## config.mk

```make
export PLATFORM = sky130hd
export DESIGN_NAME = sprite_line_scheduler
export DESIGN_NICKNAME = d
export VERILOG_FILES = /design/src/rtl/sprite_line_scheduler_pkg.sv /design/src/rtl/sprite_line_scheduler_table.sv /design/src/rtl/sprite_line_scheduler.sv
export SDC_FILE = /design/constraint.sdc
export NUM_CORES = 1
export LEC_CHECK = 0
export ABC_AREA = 1
export CAP_MARGIN = 20
export CORE_ASPECT_RATIO = 1.2
export CORE_MARGIN = 3
export CORE_UTILIZATION = 50
export CTS_CLUSTER_DIAMETER = 80
export CTS_CLUSTER_SIZE = 25
export DETAILED_ROUTE_END_ITERATION = 10
export PLACE_DENSITY = 0.75
export SLEW_MARGIN = 10
export SYNTH_ARGS = -nofsm -noshare
export SYNTH_HDL_FRONTEND = slang
export SYNTH_SLANG_ARGS = --single-unit
```

## constraint.sdc

```tcl
create_clock -name clk -period 8.8 [get_ports clk]
set_clock_uncertainty 0.05 [all_clocks]
set_input_delay 0.88 -clock clk [delete_from_list [all_inputs] [get_ports clk]]
set_output_delay 0.88 -clock clk [all_outputs]
set_load 0.05 [all_outputs]
```

## src/rtl/sprite_line_scheduler_pkg.sv

```systemverilog
// Shared constants for the sprite line scheduler: sprite word layout,
// compare widths and FSM state encodings.
package sprite_line_scheduler_pkg;

    localparam int COORD_W     = 10;
    localparam int CMP_W       = 11;
    localparam int PIX_X_W     = 11;
    localparam int PIX_Y_W     = 10;
    localparam int ADDR_W      = 10;
    localparam int WORD_BASE_W = 2 * COORD_W + 1;

    // Field offsets measured from the top of the element field (element sits at bit 0).
    localparam int Y_OFS   = 0;
    localparam int X_OFS   = COORD_W;
    localparam int ACT_OFS = 2 * COORD_W;

    typedef enum logic [1:0] {
        IDLE = 2'd0,
        SCAN = 2'd1,
        WAIT = 2'd2
    } scan_state_e;

    function automatic int word_width(input int element_w);
        return WORD_BASE_W + element_w;
    endfunction

endpackage

```

## src/rtl/sprite_line_scheduler_table.sv

```systemverilog
// Sprite attribute table: one write port, one combinational indexed read port,
// so a same-edge write is observed by the reader as the old contents.
module sprite_table
    import sprite_line_scheduler_pkg::*;
#(
    parameter int ELEMENT = 5,
    parameter int SLOTS   = 32
) (
    input  logic                             clk,
    input  logic                             reset,
    input  logic                             wr_en_i,
    input  logic [$clog2(SLOTS)-1:0]         wr_slot_i,
    input  logic [WORD_BASE_W+ELEMENT-1:0]   wr_data_i,
    input  logic [$clog2(SLOTS)-1:0]         rd_slot_i,
    output logic [WORD_BASE_W+ELEMENT-1:0]   rd_data_o
);
    localparam int WORD_W  = word_width(ELEMENT);
    localparam int ACT_BIT = ELEMENT + ACT_OFS;

    logic [WORD_W-1:0] mem_q [SLOTS];

    // Only the active bits need clearing; other fields are don't-care while inactive.
    always_ff @(posedge clk) begin
        if (reset) begin
            for (int i = 0; i < SLOTS; i++) begin
                mem_q[i][ACT_BIT] <= 1'b0;
            end
        end else if (wr_en_i) begin
            mem_q[wr_slot_i] <= wr_data_i;
        end
    end

    assign rd_data_o = mem_q[rd_slot_i];

endmodule

```

## src/rtl/sprite_line_scheduler.sv

```systemverilog
// Per-line sprite scheduler: scans the sprite table during blanking into a shadow
// line buffer, swaps it in at the line start, and emits the winning sprite pixel.
module sprite_line_scheduler
    import sprite_line_scheduler_pkg::*;
#(
    parameter int ELEMENT  = 5,
    parameter int SLOTS    = 32,
    parameter int MAX_LINE = 4,
    parameter int SIZE     = 20,
    parameter int H_ACTIVE = 640,
    parameter int V_TOTAL  = 525
) (
    input  logic                           clk,
    input  logic                           reset,
    input  logic [PIX_X_W-1:0]             pixel_x,
    input  logic [PIX_Y_W-1:0]             pixel_y,
    input  logic                           wr_en,
    input  logic [$clog2(SLOTS)-1:0]       wr_slot,
    input  logic [WORD_BASE_W+ELEMENT-1:0] wr_data,
    output logic                           ready,
    output logic [ELEMENT-1:0]             element,
    output logic [ADDR_W-1:0]              address,
    output logic                           overflow
);
    localparam int SLOT_W = $clog2(SLOTS);
    localparam int WORD_W = word_width(ELEMENT);
    localparam int CNT_W  = $clog2(MAX_LINE + 1);
    localparam int IDX_W  = (MAX_LINE > 1) ? $clog2(MAX_LINE) : 1;

    scan_state_e         state_q;
    logic [SLOT_W-1:0]   scan_idx_q;
    logic [CMP_W-1:0]    y_next_q;
    logic                overflow_q;

    logic [COORD_W-1:0]  shd_x_q   [MAX_LINE];
    logic [COORD_W-1:0]  shd_row_q [MAX_LINE];
    logic [ELEMENT-1:0]  shd_el_q  [MAX_LINE];
    logic [CNT_W-1:0]    shd_cnt_q;
    logic [COORD_W-1:0]  act_x_q   [MAX_LINE];
    logic [COORD_W-1:0]  act_row_q [MAX_LINE];
    logic [ELEMENT-1:0]  act_el_q  [MAX_LINE];
    logic [CNT_W-1:0]    act_cnt_q;

    logic                ready_q;
    logic [ELEMENT-1:0]  element_q;
    logic [ADDR_W-1:0]   address_q;

    logic [WORD_W-1:0]   rd_data;
    logic                rd_active;
    logic [COORD_W-1:0]  rd_x;
    logic [COORD_W-1:0]  rd_y;
    logic [ELEMENT-1:0]  rd_el;
    logic [CMP_W-1:0]    y_top;
    logic [CMP_W-1:0]    y_bot;
    logic [CMP_W-1:0]    y_target;
    logic                scan_hit;
    logic [COORD_W-1:0]  scan_row;

    sprite_table #(
        .ELEMENT (ELEMENT),
        .SLOTS   (SLOTS)
    ) u_table (
        .clk       (clk),
        .reset     (reset),
        .wr_en_i   (wr_en),
        .wr_slot_i (wr_slot),
        .wr_data_i (wr_data),
        .rd_slot_i (scan_idx_q),
        .rd_data_o (rd_data)
    );

    assign rd_active = rd_data[ELEMENT + ACT_OFS];
    assign rd_x      = rd_data[ELEMENT + X_OFS +: COORD_W];
    assign rd_y      = rd_data[ELEMENT + Y_OFS +: COORD_W];
    assign rd_el     = rd_data[ELEMENT-1:0];

    // 11-bit compares keep sprites near 1023 clipped instead of wrapping to the top.
    assign y_top    = {1'b0, rd_y};
    assign y_bot    = y_top + CMP_W'(SIZE - 1);
    assign scan_hit = rd_active && (y_top <= y_next_q) && (y_next_q <= y_bot);
    assign scan_row = COORD_W'(y_next_q - y_top);
    assign y_target = (pixel_y == PIX_Y_W'(V_TOTAL - 1)) ? '0 : ({1'b0, pixel_y} + CMP_W'(1));

    always_ff @(posedge clk) begin
        if (reset) begin
            state_q    <= IDLE;
            scan_idx_q <= '0;
            y_next_q   <= '0;
            shd_cnt_q  <= '0;
            act_cnt_q  <= '0;
            overflow_q <= 1'b0;
        end else begin
            case (state_q)
                IDLE: begin
                    if (pixel_x == PIX_X_W'(H_ACTIVE)) begin
                        state_q    <= SCAN;
                        scan_idx_q <= '0;
                        y_next_q   <= y_target;
                        shd_cnt_q  <= '0;
                    end
                end
                SCAN: begin
                    if (pixel_x == '0) begin
                        state_q <= IDLE;
                    end else begin
                        if (scan_hit) begin
                            if (shd_cnt_q < CNT_W'(MAX_LINE)) begin
                                shd_x_q[IDX_W'(shd_cnt_q)]   <= rd_x;
                                shd_row_q[IDX_W'(shd_cnt_q)] <= scan_row;
                                shd_el_q[IDX_W'(shd_cnt_q)]  <= rd_el;
                                shd_cnt_q                    <= shd_cnt_q + CNT_W'(1);
                            end else begin
                                overflow_q <= 1'b1;
                            end
                        end
                        if (scan_idx_q == SLOT_W'(SLOTS - 1)) begin
                            state_q <= WAIT;
                        end else begin
                            scan_idx_q <= scan_idx_q + SLOT_W'(1);
                        end
                    end
                end
                WAIT: begin
                    if (pixel_x == '0) begin
                        state_q   <= IDLE;
                        act_x_q   <= shd_x_q;
                        act_row_q <= shd_row_q;
                        act_el_q  <= shd_el_q;
                        act_cnt_q <= shd_cnt_q;
                    end
                end
                default: state_q <= IDLE;
            endcase
        end
    end

    logic [MAX_LINE-1:0] draw_hit;
    logic                win_found;
    logic [IDX_W-1:0]    win_idx;
    logic [ADDR_W-1:0]   address_d;

    for (genvar gi = 0; gi < MAX_LINE; gi++) begin : g_cmp
        logic [CMP_W-1:0] lo_x;
        logic [CMP_W-1:0] hi_x;
        assign lo_x         = {1'b0, act_x_q[gi]};
        assign hi_x         = lo_x + CMP_W'(SIZE - 1);
        assign draw_hit[gi] = (act_cnt_q > CNT_W'(gi)) && (lo_x <= pixel_x) && (pixel_x <= hi_x);
    end

    // Walk downward so the lowest buffer index (lowest slot) ends up the winner.
    always_comb begin
        win_found = 1'b0;
        win_idx   = '0;
        for (int i = MAX_LINE - 1; i >= 0; i--) begin
            if (draw_hit[i]) begin
                win_found = 1'b1;
                win_idx   = IDX_W'(i);
            end
        end
    end

    assign address_d = (act_row_q[win_idx] * ADDR_W'(SIZE))
                     + ADDR_W'(pixel_x - {1'b0, act_x_q[win_idx]});

    always_ff @(posedge clk) begin
        if (reset) begin
            ready_q   <= 1'b0;
            element_q <= '0;
            address_q <= '0;
        end else begin
            ready_q <= win_found;
            if (win_found) begin
                element_q <= act_el_q[win_idx];
                address_q <= address_d;
            end
        end
    end

    assign ready    = ready_q;
    assign element  = element_q;
    assign address  = address_q;
    assign overflow = overflow_q;

endmodule
```

# Yosys cells after proc, flatten, opt, wreduce, memory -nomap -nowiden
# Memories as Yosys holds them, arrays and structs flattened. A register that Yosys moved wholly into a read port is not among the register bits.
# Cells that the tools add are included.
dict set report totals {
  ff_bits 241
  mem_bits_rw 832
  input_bits 55
  out_inout_bits 17
  word_cells 153
  memories 1
}
dict set report classes {
  addsub 11
  multipliers 1
  magnitude_cmp 18
  n_eq_ne 12
  mux 49
  bitwise 5
  reduce_logical 23
}
# memory depth word_bits rd rd_clocked_by_memory_dff write_ports line_no
set mem_list {}
lappend mem_list {u_table.mem_q 32 26 1 1 32 sprite_line_scheduler_table.sv:20} ;# logic [WORD_W-1:0] mem_q [SLOTS];
# op count
set ops {}
lappend ops {{bitwise mux 40 bit} 2}
lappend ops {{adder 10 x 5 -> 11 bit (second input constant)} 5}
lappend ops {{less-or-equal comparator 10 x 11 -> 1 bit} 5}
lappend ops {{less-or-equal comparator 11 bit} 5}
lappend ops {{two-way mux 10 bit} 5}
lappend ops {{two-way mux 5 bit} 9}
lappend ops {{binary-select mux 10 bit (select 2 bit)} 2}
lappend ops {{two-way mux 26 bit} 1}
lappend ops {{OR reduction 26 bit} 1}
lappend ops {{bitwise mux 20 bit} 1}
lappend ops {{demux 10 bit (select 2 bit)} 1}
lappend ops {{subtractor 10 bit} 2}
lappend ops {{two-way mux 2 bit} 9}
lappend ops {{two-way mux 3 bit} 4}
lappend ops {{!= test 2 bit (second input constant)} 6}
lappend ops {{adder 10 x 1 -> 11 bit (second input constant)} 1}
lappend ops {{== test 11 x 10 -> 1 bit (second input constant)} 1}
lappend ops {{logical AND 1 bit} 11}
lappend ops {{logical NOT 11 bit} 1}
lappend ops {{two-way mux 11 bit} 1}
lappend ops {{adder 10 bit} 1}
lappend ops {{binary-select mux 5 bit (select 2 bit)} 1}
lappend ops {{demux 5 bit (select 2 bit)} 1}
lappend ops {{== test 10 bit (second input constant)} 1}
lappend ops {{24 further kinds} 42}

# Depth between registers and ports, before layout
# Gate-level depths: netlist (run 1).
dict set report depth {
  word_depth 13
  depth_mapped 46
  depth_no_buf 45
}

# By module
# Synthesis (run 1) repeated with hierarchy kept, for this count alone.
dict set report unflattened {
  hier_cells 4214
  area_unflattened_um2 46577.2
}
# mod instances cells_per_inst area_each_um2 seq_area_each_um2
set by_module_without_submodules {}
lappend by_module_without_submodules {sprite_table 1 2958 34031.4 24984.0}
lappend by_module_without_submodules {sprite_line_scheduler 1 1256 12545.8 6346.1}

# Least setup slack after synthesis (run 1)
# Ideal clock, no wire load.
dict set report synth_timing {
  path_kind {register to register}
  from {register act_x_q[10] (netlist bit)}
  to {register address_q[9] (netlist: address[9])}
  setup_time_ns 0.109
  arrival_ns 5.931
  t_required_ns 8.641
  path_slack_ns 2.710
  path_stages_with_launch 44
  path_buffers 3
  period_less_slack_ns 6.090
  cell_sequence {edfxtp_1 -> inv_1 -> ha_1 -> nor2_1 -> nand2_1 -> nand2_1 -> nand2_1 -> nor3b_1 -> nand3_1 -> ha_1 -> nand2_1 -> nor2_1 -> and2_1 -> nand2_1 -> nand3_1 -> nand2_1 -> nand3_1 -> nand2_1 -> (+8 left out) -> ha_1 -> fa_1 -> xor2_1 -> fa_1 -> ha_1 -> nand2_1 -> inv_1 -> nand4_1 -> o211ai_1 -> xor2_1 -> xnor2_1 -> nand3b_1 -> nand2_1 -> inv_1 -> nand2_1 -> nand3_1 -> nand2_1 -> inv_1}
}
dict set report synth_via {
  elab_chain_cells 12
  elab_cells_between_ends 21
  classes_between {3 x add/sub; 1 x mul; 2 x order compare; 12 x mux; 1 x bitwise; 2 x reduce/logical}
}
# element line_no
set synth_lines {}
lappend synth_lines {{start: declaration} sprite_line_scheduler.sv:39} ;# logic [COORD_W-1:0] act_x_q [MAX_LINE];
lappend synth_lines {{start signal: assignment} sprite_line_scheduler.sv:126} ;# act_x_q <= shd_x_q;
lappend synth_lines {{adder 10 x 5 -> 11 bit or less-or-equal comparator 10 x 11 -> 1 bit (tied branches)} {sprite_line_scheduler.sv:146, sprite_line_scheduler.sv:147}}
lappend synth_lines {{less-or-equal comparator 11 bit or logical AND 1 bit (tied branches)} sprite_line_scheduler.sv:147} ;# assign draw_hit[gi] = (act_cnt_q > CNT_W'(gi)) && (lo_x <= pixel_x) && (pixel_x <= hi_x);
lappend synth_lines {{logical AND 1 bit} sprite_line_scheduler.sv:147}
lappend synth_lines {{two-way mux 2 bit (3 in series)} sprite_line_scheduler.sv:155} ;# if (draw_hit[i]) begin
lappend synth_lines {{NOT 2 -> 3 bit (implied by the code)} {sprite_line_scheduler.sv:162, sprite_line_scheduler.sv:163}}
lappend synth_lines {{binary-select mux 10 bit (select 2 bit) (on tied branches)} {sprite_line_scheduler.sv:162, sprite_line_scheduler.sv:163}}
lappend synth_lines {{two-way mux 10 bit (on tied branches) (2 in series)} {sprite_line_scheduler.sv:162, sprite_line_scheduler.sv:163}}
lappend synth_lines {{multiplier 10 x 3 -> 8 bit or subtractor 10 bit (tied branches)} {sprite_line_scheduler.sv:162, sprite_line_scheduler.sv:163}}
lappend synth_lines {{adder 10 bit} sprite_line_scheduler.sv:163} ;# + ADDR_W'(pixel_x - {1'b0, act_x_q[win_idx]});
lappend synth_lines {{end signal: assignment} sprite_line_scheduler.sv:174} ;# address_q <= address_d;
lappend synth_lines {{end: declaration} sprite_line_scheduler.sv:46} ;# logic [ADDR_W-1:0] address_q;
# Several ways; a longest one is shown, not always the timed one. The select of a mux whose other input is x is not followed.
# A chain may end at the register's enable or synchronous reset.

# Worst setup path in the final report (run 1)
# Same ends and word-level chain as after synthesis.

==> metrics.md, run 1 <==
| Metric | Value |
|---|---|
| Status | `completed` |
| Worst Setup End Kind | `flop` |
| CP startpoint kind | `flop` |
| Worst min path class | `reg2reg` |
| Post-DP Area | `47400 um2` |
| WP buf/inv | `4` |
| Yosys reg bits | `1062` |
| Pwr dens | `171 nW/um2` |
| Hold Slack | `371 ps` |
| Rows | `120` |
| Vias per inst | `6.10` |
| Largest stage delay, worst path | `470 ps` |
| Cell Area, Synth | `45600 um2` |
| Critical path required time | `9310 ps` |
| Psw | `1660 uW` |
| RSZ-0062 raised after global routing | `no` |
| Share of cells above drive strength 1 | `5.34%` |
| Reg2reg end | `address[9]$_SDFFE_PP0P_` |
| Post-CTS setup buffer count | `0` |
| Logic pwr share | `2.8%` |
| Mux contribution to synthesized area | `0.0220%` |
| Max FO, Critical Path | `37` |
| TNS Setup | `0 ps` |
| Reg-to-Reg Start | `act_x_q[10]$_DFFE_PP_` |
| Wire per inst | `24.1 um` |
| Largest family of logic cells by synthesized area | `compound AO/OA/AOI/OAI gates` |
| Most Frequent Cell on Critical Path | `nand2_1` |
| Via count | `29400` |
| I/O pin count | `72` |
| Critical path arrival | `7790 ps` |
| Leakage | `0.0165 uW` |
| Drt pass-1 iters | `6` |
| Longest Clk Path Bufs | `3` |
| Sequential share of power | `66.6%` |
| Global placer's final weighted congestion | `0.935` |
| CTS Sinks | `1062` |
| CTS resizes | `0` |
| Post-Route WL | `116000 um` |
| Slowest CP cell | `inv_2` |
| Clock slew at reported path FFs | `100 ps` |
| Post-route clock period utilization | `82.6%` |
| Drt drc | `0` |
| Largest cells by area after synthesis | `edfxtp_1 67%, o21ai_0 5.3%, nor2_1 5.0%` |
| CTS tree | `yes` |
| Die width | `282 um` |
| CTS H-tree lvls | `2` |
| Post-Synth Simple-Gate Area | `9.50%` |
| R2R cell count | `40` |
| Nets | `3846` |
| YS warnings | `0` |
| Measured slew at the worst slew-check pin | `1120 ps` |
| Final WS setup | `1530 ps` |
| Top delay family on crit path | `simple AND/OR/NAND/NOR gates` |
| Peak VDD IR | `0.156 mV` |
| Setup violators final | `0` |
| Synth Area in XOR/XNOR | `1.06%` |
| Number of nets with antenna violations after routing | `0` |
| Slew Limit Fails | `0` |
| Hold buffers post-CTS | `0` |
| Clock root buffer | `clkbuf_16` |
| Vias in the first global route | `27900` |
| CTS buffer count | `50` |
| Global-route wire length before repair | `172000 um` |
| Register area share after synthesis | `69.0%` |
| Syn Inst Count | `3655` |
| Post-synth EDFFs | `1016` |
| Adder-cell area share of the yosys netlist | `4.37%` |
| Most common cell after layout, fill and taps aside | `edfxtp_1` |
| Fraction of the mapped netlist area in compound gates | `12.0%` |
| Max-cap viol count | `0` |
| Placed Cells | `4742` |
| Initial antenna violation count | `6` |
| 1st-iter DRT viols | `3719` |
| Initial Util | `50.7%` |
| Most frequent cells in the layout | `1016 x edfxtp_1, 567 x nor2_1, 484 x o21ai_0, 242 x nand2_1, 196 x inv_1` |
| WHS Endpoint | `act_row_q[15]$_DFFE_PP_` |
| Remaining global-route overflow | `0` |
| Unique masters post-synth | `61` |
| P_int | `6670 uW` |
| GRT Overall Usage | `24.1%` |
| Worst hold start | `shd_row_q[15]$_DFFE_PP_` |
| Largest net degree at the start of global routing | `171` |
| Die area | `94800 um2` |
| Largest area contributor in the netlist | `edfxtp_1` |
| Die extent in y | `337 um` |
| Mean area per synthesized cell | `12.5 um2` |
| Area delta synth->final | `7.21%` |
| Synth Net Count | `3863` |
| Net Sw Frac | `19.9%` |
| Later-pin clock latency in the skew report | `670 ps` |
| Clock power share | `30.6%` |
| FF-to-FF setup slack | `1530 ps` |
| Async set or reset register ratio after synthesis | `0%` |
| Top_reg_cell synth | `edfxtp_1` |
| Detail Placement HPWL | `68500 um` |
| Filler instances | `7235` |
| Max transition margin | `24.9%` |
| Finished Layout Cells | `4813` |
| Hold depth | `0` |
| Setup slack at placement | `1110 ps` |
| Post-layout instance area | `48800 um2` |
| Achievable frequency | `138 MHz` |
| Worst Setup Path Type | `reg2reg` |
| Hold Vio Cnt, Final | `0` |
| Core box area | `89800 um2` |
| Number of buffers added on ports | `71` |
| Synth top area share | `67.0%` |
| Tmin final | `7270 ps` |
per-layer routing:
layer  track usage (%)  vias up  part of all wire, %
li1                  -    13300                    -
met1              30.8    14400                   37
met2              41.2     1362                   50
met3              3.53      291                  8.2
met4              10.7        2                  4.7
met5                 0        -                0.012
stage by stage:
step | power [uW] | utilization (%)
final | 8330 | 54.4
after global routing | 8560 | 54.4
after CTS | 8370 | 54.3
after detailed placement | 5900 | 52.8
after global placement | 5890 | 52.8
after floorplan | 5770 | -
worst max-delay path by stage:
stage | startpoint | endpoint | slack, ps | depth (start not counted)
global route | act_x_q[10]$_DFFE_PP_ | address[9]$_SDFFE_PP0P_ | 1020 | 40
CTS | act_x_q[11]$_DFFE_PP_ | address[9]$_SDFFE_PP0P_ | 1560 | 40
global placement | pixel_x[9] | address[9]$_SDFFE_PP0P_ | 1250 | 36
detailed placement | pixel_x[9] | address[9]$_SDFFE_PP0P_ | 1110 | 35
floorplan | act_x_q[10]$_DFFE_PP_ | address[9]$_SDFFE_PP0P_ | 2710 | 43
finish | act_x_q[10]$_DFFE_PP_ | address[9]$_SDFFE_PP0P_ | 1530 | 40
worst reg2reg max path, delay by kind of cell (launching register included):
kind            cells  cell delay [ps]
simple gates       23             2670
fa+ha+maj           7             2290
xor+xnor            3              610
compound gates      3              540
buf+inv             4              680
flops               1              330
state kept, by name (all words and copies together) (netlist names), named ones only:
register	cells
y_next_q	11
act_row_q	32
act_cnt_q	3
state_q	2
shd_x_q	40
overflow	1
scan_idx_q	5
u_table.mem_q	832
shd_el_q	20
act_x_q	40
shd_row_q	32
shd_cnt_q	3
act_el_q	20
address	10
ready	1
element	5
area by class of cell:
cell class / count / area (um2) / share of cell area, %
Timing Repair Buffer: 135 / 1230 / 2.51
Tap cell: 1159 / 1450 / 2.97
Antenna cell: 3 / 7.51 / 0.0154
Sequential cell: 1062 / 31400 / 64.4
Clock inverter: 8 / 106 / 0.218
Multi-Input combinational cell: 2182 / 12500 / 25.7
Inverter: 207 / 792 / 1.62
Clock buffer: 57 / 1280 / 2.62
logic make-up after synthesis:
kind of cell / after synthesis
AO/OA/AOI/OAI: 919
buffers and inverters: 411
multiplexers: 1
adder cells (fa/ha/maj): 153
flip-flops: 1062
AND/OR/NAND/NOR: 1054
XOR/XNOR: 55
synthesized netlist by cell type (6+ instances only):
cell type and count:
a21oi_1 89, a31oi_1 16, a32oi_1 13, buf_2 51, buf_4 26, buf_6 18, clkbuf_1 104, dfxtp_1 46
edfxtp_1 1016, fa_1 10, ha_1 143, inv_1 198, inv_2 8, nand2_1 242, nand3_1 131, nand4_1 15
nor2_1 604, nor3_1 34, o21ai_0 484, o21ai_1 56, o21ai_2 6, o221ai_1 152, o22ai_1 72, xnor2_1 11
xor2_1 44
power groups by stage:
stage          combinational [uW]  clock (uW)  sequential (uW)
5_1_grt                       255        2750             5560
2_1_floorplan                98.7           0             5670
6_report                      230        2550             5550
3_5_place_dp                  226           0             5670
3_3_place_gp                  221           0             5670
4_1_cts                       227        2590             5550
Note: power is estimated with default switching activity, not from simulation.
==> inputs of run 2 (changes only) <==
--- a/config.mk
+++ b/config.mk
@@ -13,7 +13,7 @@
 export CTS_CLUSTER_DIAMETER = 80
 export CTS_CLUSTER_SIZE = 25
 export DETAILED_ROUTE_END_ITERATION = 10
-export PLACE_DENSITY = 0.75
+export PLACE_DENSITY = 0.78
 export SLEW_MARGIN = 10
 export SYNTH_ARGS = -nofsm -noshare
 export SYNTH_HDL_FRONTEND = slang
==> constraint.sdc (replaced) <==
create_clock -name clk -period 6.2 [get_ports clk]
set_clock_uncertainty 0.05 [all_clocks]
set_input_delay 0.62 -clock clk [delete_from_list [all_inputs] [get_ports clk]]
set_output_delay 0.62 -clock clk [all_outputs]
set_load 0.05 [all_outputs]
==> metrics.md, run 2 (same netlist as run 1, synthesis figures left out) <==
| Metric | Value |
|---|---|
| Max transition margin | `21.8% (-3.1 points)` |
| Global-route wire length before repair | `176000 um (+2.7%)` |
| Worst hold start | `shd_x_q[6]$_DFFE_PP_` |
| Busiest grt layer | `met2` |
| Clock root buffer | `clkbuf_16` |
| Later-pin clock latency in the skew report | `660 ps (about the same)` |
| Drt drc | `0 (unchanged)` |
| Worst min path class | `reg2reg` |
| Most common cell after layout, fill and taps aside | `edfxtp_1` |
| FF-to-FF setup slack | `-100 ps (-1630 ps)` |
| Post-route clock period utilization | `102% (+19 points)` |
| Slew Limit Fails | `0 (unchanged)` |
| CTS H-tree lvls | `2 (unchanged)` |
| Nets | `3985 (+3.6%)` |
| Share of cells above drive strength 1 | `11.1% (+5.8 points)` |
| Most frequent cells in the layout | `1016 x edfxtp_1, 556 x nor2_1, 478 x o21ai_0, 217 x nand2_1, 190 x buf_4` |
| Most Frequent Cell on Critical Path | `nand2_1` |
| Final core occ | `56.2% (+1.8 points)` |
| Met2 GRT Util | `42.8% (+1.7 points)` |
| Vias in the first global route | `29100 (+4.2%)` |
| Filler instances | `6971 (-3.6%)` |
| Core box area | `89800 um2 (unchanged)` |
| Rows | `120 (unchanged)` |
| WHS Endpoint | `act_x_q[6]$_DFFE_PP_` |
| Number of flip-flops under the largest register name | `832 (unchanged)` |
| Reg2reg end | `address[9]$_SDFFE_PP0P_` |
| Finished Layout Cells | `4952 (+2.9%)` |
| CTS buffer count | `49 (-2.0%)` |
| Tmin final | `6300 ps (-972 ps)` |
| Longest Clk Path Bufs | `3 (unchanged)` |
| GRT Overall Usage | `24.7% (+0.55 points)` |
| Top reg by flops | `u_table.mem_q` |
| Seq. cell area | `31400 um2 (unchanged)` |
| GR Layer Usage met1 | `30.7% (-0.14 points)` |
| Clock slew at reported path FFs | `90 ps (about the same)` |
| Final WS setup | `-101 ps (-1630 ps)` |
| Wire per inst | `24.1 um (+0.31%)` |
| Die width | `282 um (unchanged)` |
| CP startpoint kind | `flop` |
| Setup violators final | `1 (+1)` |
| Hold Vio Cnt, Final | `0 (unchanged)` |
| Achievable frequency | `159 MHz (+15%)` |
| Detail Placement HPWL | `72900 um (+6.3%)` |
| Slowest CP cell | `fa_1` |
| Pwr dens | `234 nW/um2 (+37%)` |
| Worst Setup End Kind | `flop` |
| Initial antenna violation count | `5 (-1)` |
| Global placer's final weighted congestion | `0.954 (+2.0%)` |
| Die extent in y | `337 um (unchanged)` |
| Max-cap viol count | `0 (unchanged)` |
| Largest stage delay, worst path | `500 ps (+30 ps)` |
| Largest net degree at the start of global routing | `153 (-11%)` |
| CTS Sinks | `1062 (unchanged)` |
| Post-Route WL | `119000 um (+3.2%)` |
| Vias per inst | `6.16 (+0.85%)` |
| CTS tree | `yes` |
| Area delta synth->final | `10.8%` |
| Placed Cells | `4859 (+2.5%)` |
| Max FO, Critical Path | `4 (-89%)` |
| RSZ-0062 raised after global routing | `yes` |
| R2R cell count | `35 (-13%)` |
| Measured slew at the worst slew-check pin | `1170 ps (+44.9 ps)` |
| Number of buffers added on ports | `71 (unchanged)` |
| Status | `finished with violations` |
| Peak VDD IR | `0.224 mV (+44%)` |
| Remaining global-route overflow | `0 (unchanged)` |
| Via count | `30500 (+3.8%)` |
| Largest registers | `u_table.mem_q: 832 flops, act_x_q: 40 flops, shd_x_q: 40 flops` |
| TNS Setup | `-101 ps (-101 ps)` |
| Reg-to-Reg Start | `act_x_q[30]$_DFFE_PP_` |
| Number of nets with antenna violations after routing | `0 (unchanged)` |
| Hold depth | `0 (unchanged)` |
| Failing checks | `negative setup slack` |
| Drt pass-1 iters | `7 (+1)` |
| Multi-input logic area | `13000 um2 (+3.9%)` |
| Leakage | `0.0172 uW (+4.5%)` |
| Critical path required time | `6690 ps (-2620 ps)` |
| Initial Util | `50.7% (unchanged)` |
| Critical path arrival | `6790 ps (-1000 ps)` |
| Met3 usage | `3.49% (-0.042 points)` |
| Worst Setup Path Type | `reg2reg` |
| I/O pin count | `72 (unchanged)` |
| Die area | `94800 um2 (unchanged)` |
| 1st-iter DRT viols | `3577 (-3.8%)` |
-- run 2: changes by cell type in the layout (fill, tap and decap cells not counted), moves of 6 or more --
cell     before  now
o21ai_0     484  478
nand3_1     131  123
ha_4          0   13
inv_1       196  186
nand2_2       2   23
nor2_1      567  556
nor2_2        6   12
o21ai_1      56   62
ha_1        143  129
a21oi_1      89   83
nand2_1     242  217
buf_4        60  190
inv_2         7   15
nand3_2       2    8
-- run 2: layer usage --
layer,part of all wire [%],vias to the layer above
li1,-,13600
met1,36,14800
met2,50,1709
met3,9.2,333
met4,4.8,2
met5,0.0075,-
-- run 2: what timing repair did --
item | CTS | global route
setup endpoints to repair | 1 | 2
hold buffers | 0 | 0
gates resized for setup | 37 | 82
buffers inserted | 11 | 11
pin swaps | 23 | 52
-- run 2: worst max-delay path: cells and delay by family, from the launching register on --
family | cells | cell delay, ps
compound gates | 4 | 590
flops | 1 | 350
buf+inv | 4 | 310
xor+xnor | 4 | 800
fa+ha+maj | 7 | 2160
simple gates | 16 | 1920
-- run 2: worst max-delay path by stage --
stage	startpoint	endpoint	slack (ps)
2_1_floorplan	act_x_q[10]$_DFFE_PP_	address[9]$_SDFFE_PP0P_	110
3_3_place_gp	pixel_x[2]	address[9]$_SDFFE_PP0P_	-180
3_5_place_dp	act_x_q[11]$_DFFE_PP_	address[9]$_SDFFE_PP0P_	-280
4_1_cts	act_x_q[11]$_DFFE_PP_	address[9]$_SDFFE_PP0P_	9
5_1_grt	act_x_q[1]$_DFFE_PP_	address[9]$_SDFFE_PP0P_	-430
6_report	act_x_q[30]$_DFFE_PP_	address[9]$_SDFFE_PP0P_	-100
-- run 2: layout make-up --
cell class                 instances  share of cell area (%)
sequential                      1062                    62.3
multi-input combinational       2182                    25.8
timing repair buffer             275                    4.74
tap                             1159                    2.87
clock buffer                      57                    2.53
inverter                         207                    1.58
clock inverter                     6                   0.161
antenna                            4                  0.0198
-- run 2: report_power, final --
| part | internal, uW | switching [uW] |
|---|---|---|
| logic | 119 | 245 |
| clock network | 1490 | 2100 |
| registers | 7870 | 11.3 |
| total | 9480 | 2360 |
-- run 2: per-stage QoR --
step	hold slack [ps]	setup WS (ps)	power (uW)	area [um2]
after floorplan	350	110	8180	45600
after global placement	350	-177	8380	48300
after detailed placement	355	-279	8390	48300
after CTS	373	9.19	11900	49900
after global routing	376	-429	12100	50500
final	371	-101	11800	50500
==> edit: new RTL, settings of run 1 <==
Change the package constant `ADDR_W` from 10 to 11.
--- a/src/rtl/sprite_line_scheduler_pkg.sv
+++ b/src/rtl/sprite_line_scheduler_pkg.sv
@@ -6,7 +6,7 @@
     localparam int CMP_W       = 11;
     localparam int PIX_X_W     = 11;
     localparam int PIX_Y_W     = 10;
-    localparam int ADDR_W      = 10;
+    localparam int ADDR_W      = 11;
     localparam int WORD_BASE_W = 2 * COORD_W + 1;
 
     // Field offsets measured from the top of the element field (element sits at bit 0).
Ports: changed (resized address); port bits go from 72 to 73. No check against the original RTL was run, so the function may have changed too.
==> edit against run 1 <==
Via count is 1.3% higher; setup slack got worse by 0.080 ns; synthesized area rose by 0.92%; largest cell class unchanged; power rose by 1.6%; synthesized cell count rose by 1.8%; cell area up 1.6%; utilization up 0.13 points; critical path type unchanged; sequential cell count is 9 higher; largest power group unchanged; routed wire length is essentially flat.
==> edit: results (changes against run 1) <==
Outcome: finished clean
Post-DP HPWL: 66,700 µm (-2.7%)
N_diodes: 4 (+1)
Multi-input gate share of the layout cell area: 0.258 (+0.000985)
Met1 track demand over resource: 0.317 (+0.00873)
Post-synth EDFFs: 1,024 (+0.79%)
First-pass GRT wire length: 171,000 µm (-0.22%)
Antenna violations before repair: 7 (+1)
Xor/xnor cell area share of the yosys netlist: 0.0116 (+0.00105)
Placed instance area: 0.0481 mm² (+1.5%)
Met2 WL: 55,600 µm (-3.3%)
Switching share of power: 0.201 (+0.00137)
Post-synthesis mux area share: 0 (-0.000220)
CTS Buf Count: 51 (+2.0%)
Largest fanout on the critical path: 28 (-24%)
Initial DRC Count: 3,995 (+7.4%)
Synth Area in Compound Gates: 0.119 (-0.000771)
WL final: 116,000 µm (about the same)
Multi-input combinational gate total: 2,232 (+2.3%)
VDD IR max: 0.136 mV (-13%)
Number of I/O port buffers: 72 (+1.4%)
Initial DRT Pass Iterations: 7 (+1)
Final Util: 0.545 (+0.00132)
Routability cong.: 0.950 (+1.6%)
Pwr Total: 8.47 mW (+1.6%)
Clock network area share: 0.0295 (+0.00112)
Reg area: 0.0317 mm² (+0.83%)
Worst slack, placed: 1.13 ns (+0.0203 ns)
Avg WL per Cell: 23.3 µm (-3.0%)
DR WL met3: 10,200 µm (+8.0%)
Non-clk bufs: 145 (+7.4%)
Syn Nets: 3,933 (+1.8%)
Adder-Cell Fraction of Synth Area: 0.0451 (+0.00140)
Vias: 29,800 (+1.3%)
Post-Synthesis Cells: 3,719 (+1.8%)
Synth Register Bits: 1,071 (+0.85%)
Pleak: 16.8 nW (+1.7%)
Tot GR Track Use: 0.238 (-0.00369)
Top post-synthesis cells by count: edfxtp_1, nor2_1, o21ai_0
Routing usage on met3: 0.0368 (+0.00144)
Synth cell types: 55 (-9.8%)
==> edit: changes by cell type in the layout (fill, tap and decap cells not counted), moves of 5 or more <==
cell      before   now
o21ai_0      484   515
o21ai_1       56    30
nor2_1       567   591
nand2_1      242   256
buf_4         60    69
edfxtp_1    1016  1024
nor2_2         6     0
o221ai_1     152   146
o22ai_1       72    78
ha_1         143   148
inv_1        196   201
==> edit: path summary, 6_finish.rpt <==
path / startpoint / slack [ns] / end / depth (start not counted)
worst max register to register: act_x_q[10]$_DFFE_PP_ / 1.45 / address[10]$_SDFFE_PP0P_ / 42
worst min register to register: shd_x_q[11]$_DFFE_PP_ / 0.37 / act_x_q[11]$_DFFE_PP_ / 0
worst min-delay path: shd_x_q[11]$_DFFE_PP_ / 0.37 / act_x_q[11]$_DFFE_PP_ / 0
worst max-delay path: act_x_q[10]$_DFFE_PP_ / 1.45 / address[10]$_SDFFE_PP0P_ / 42
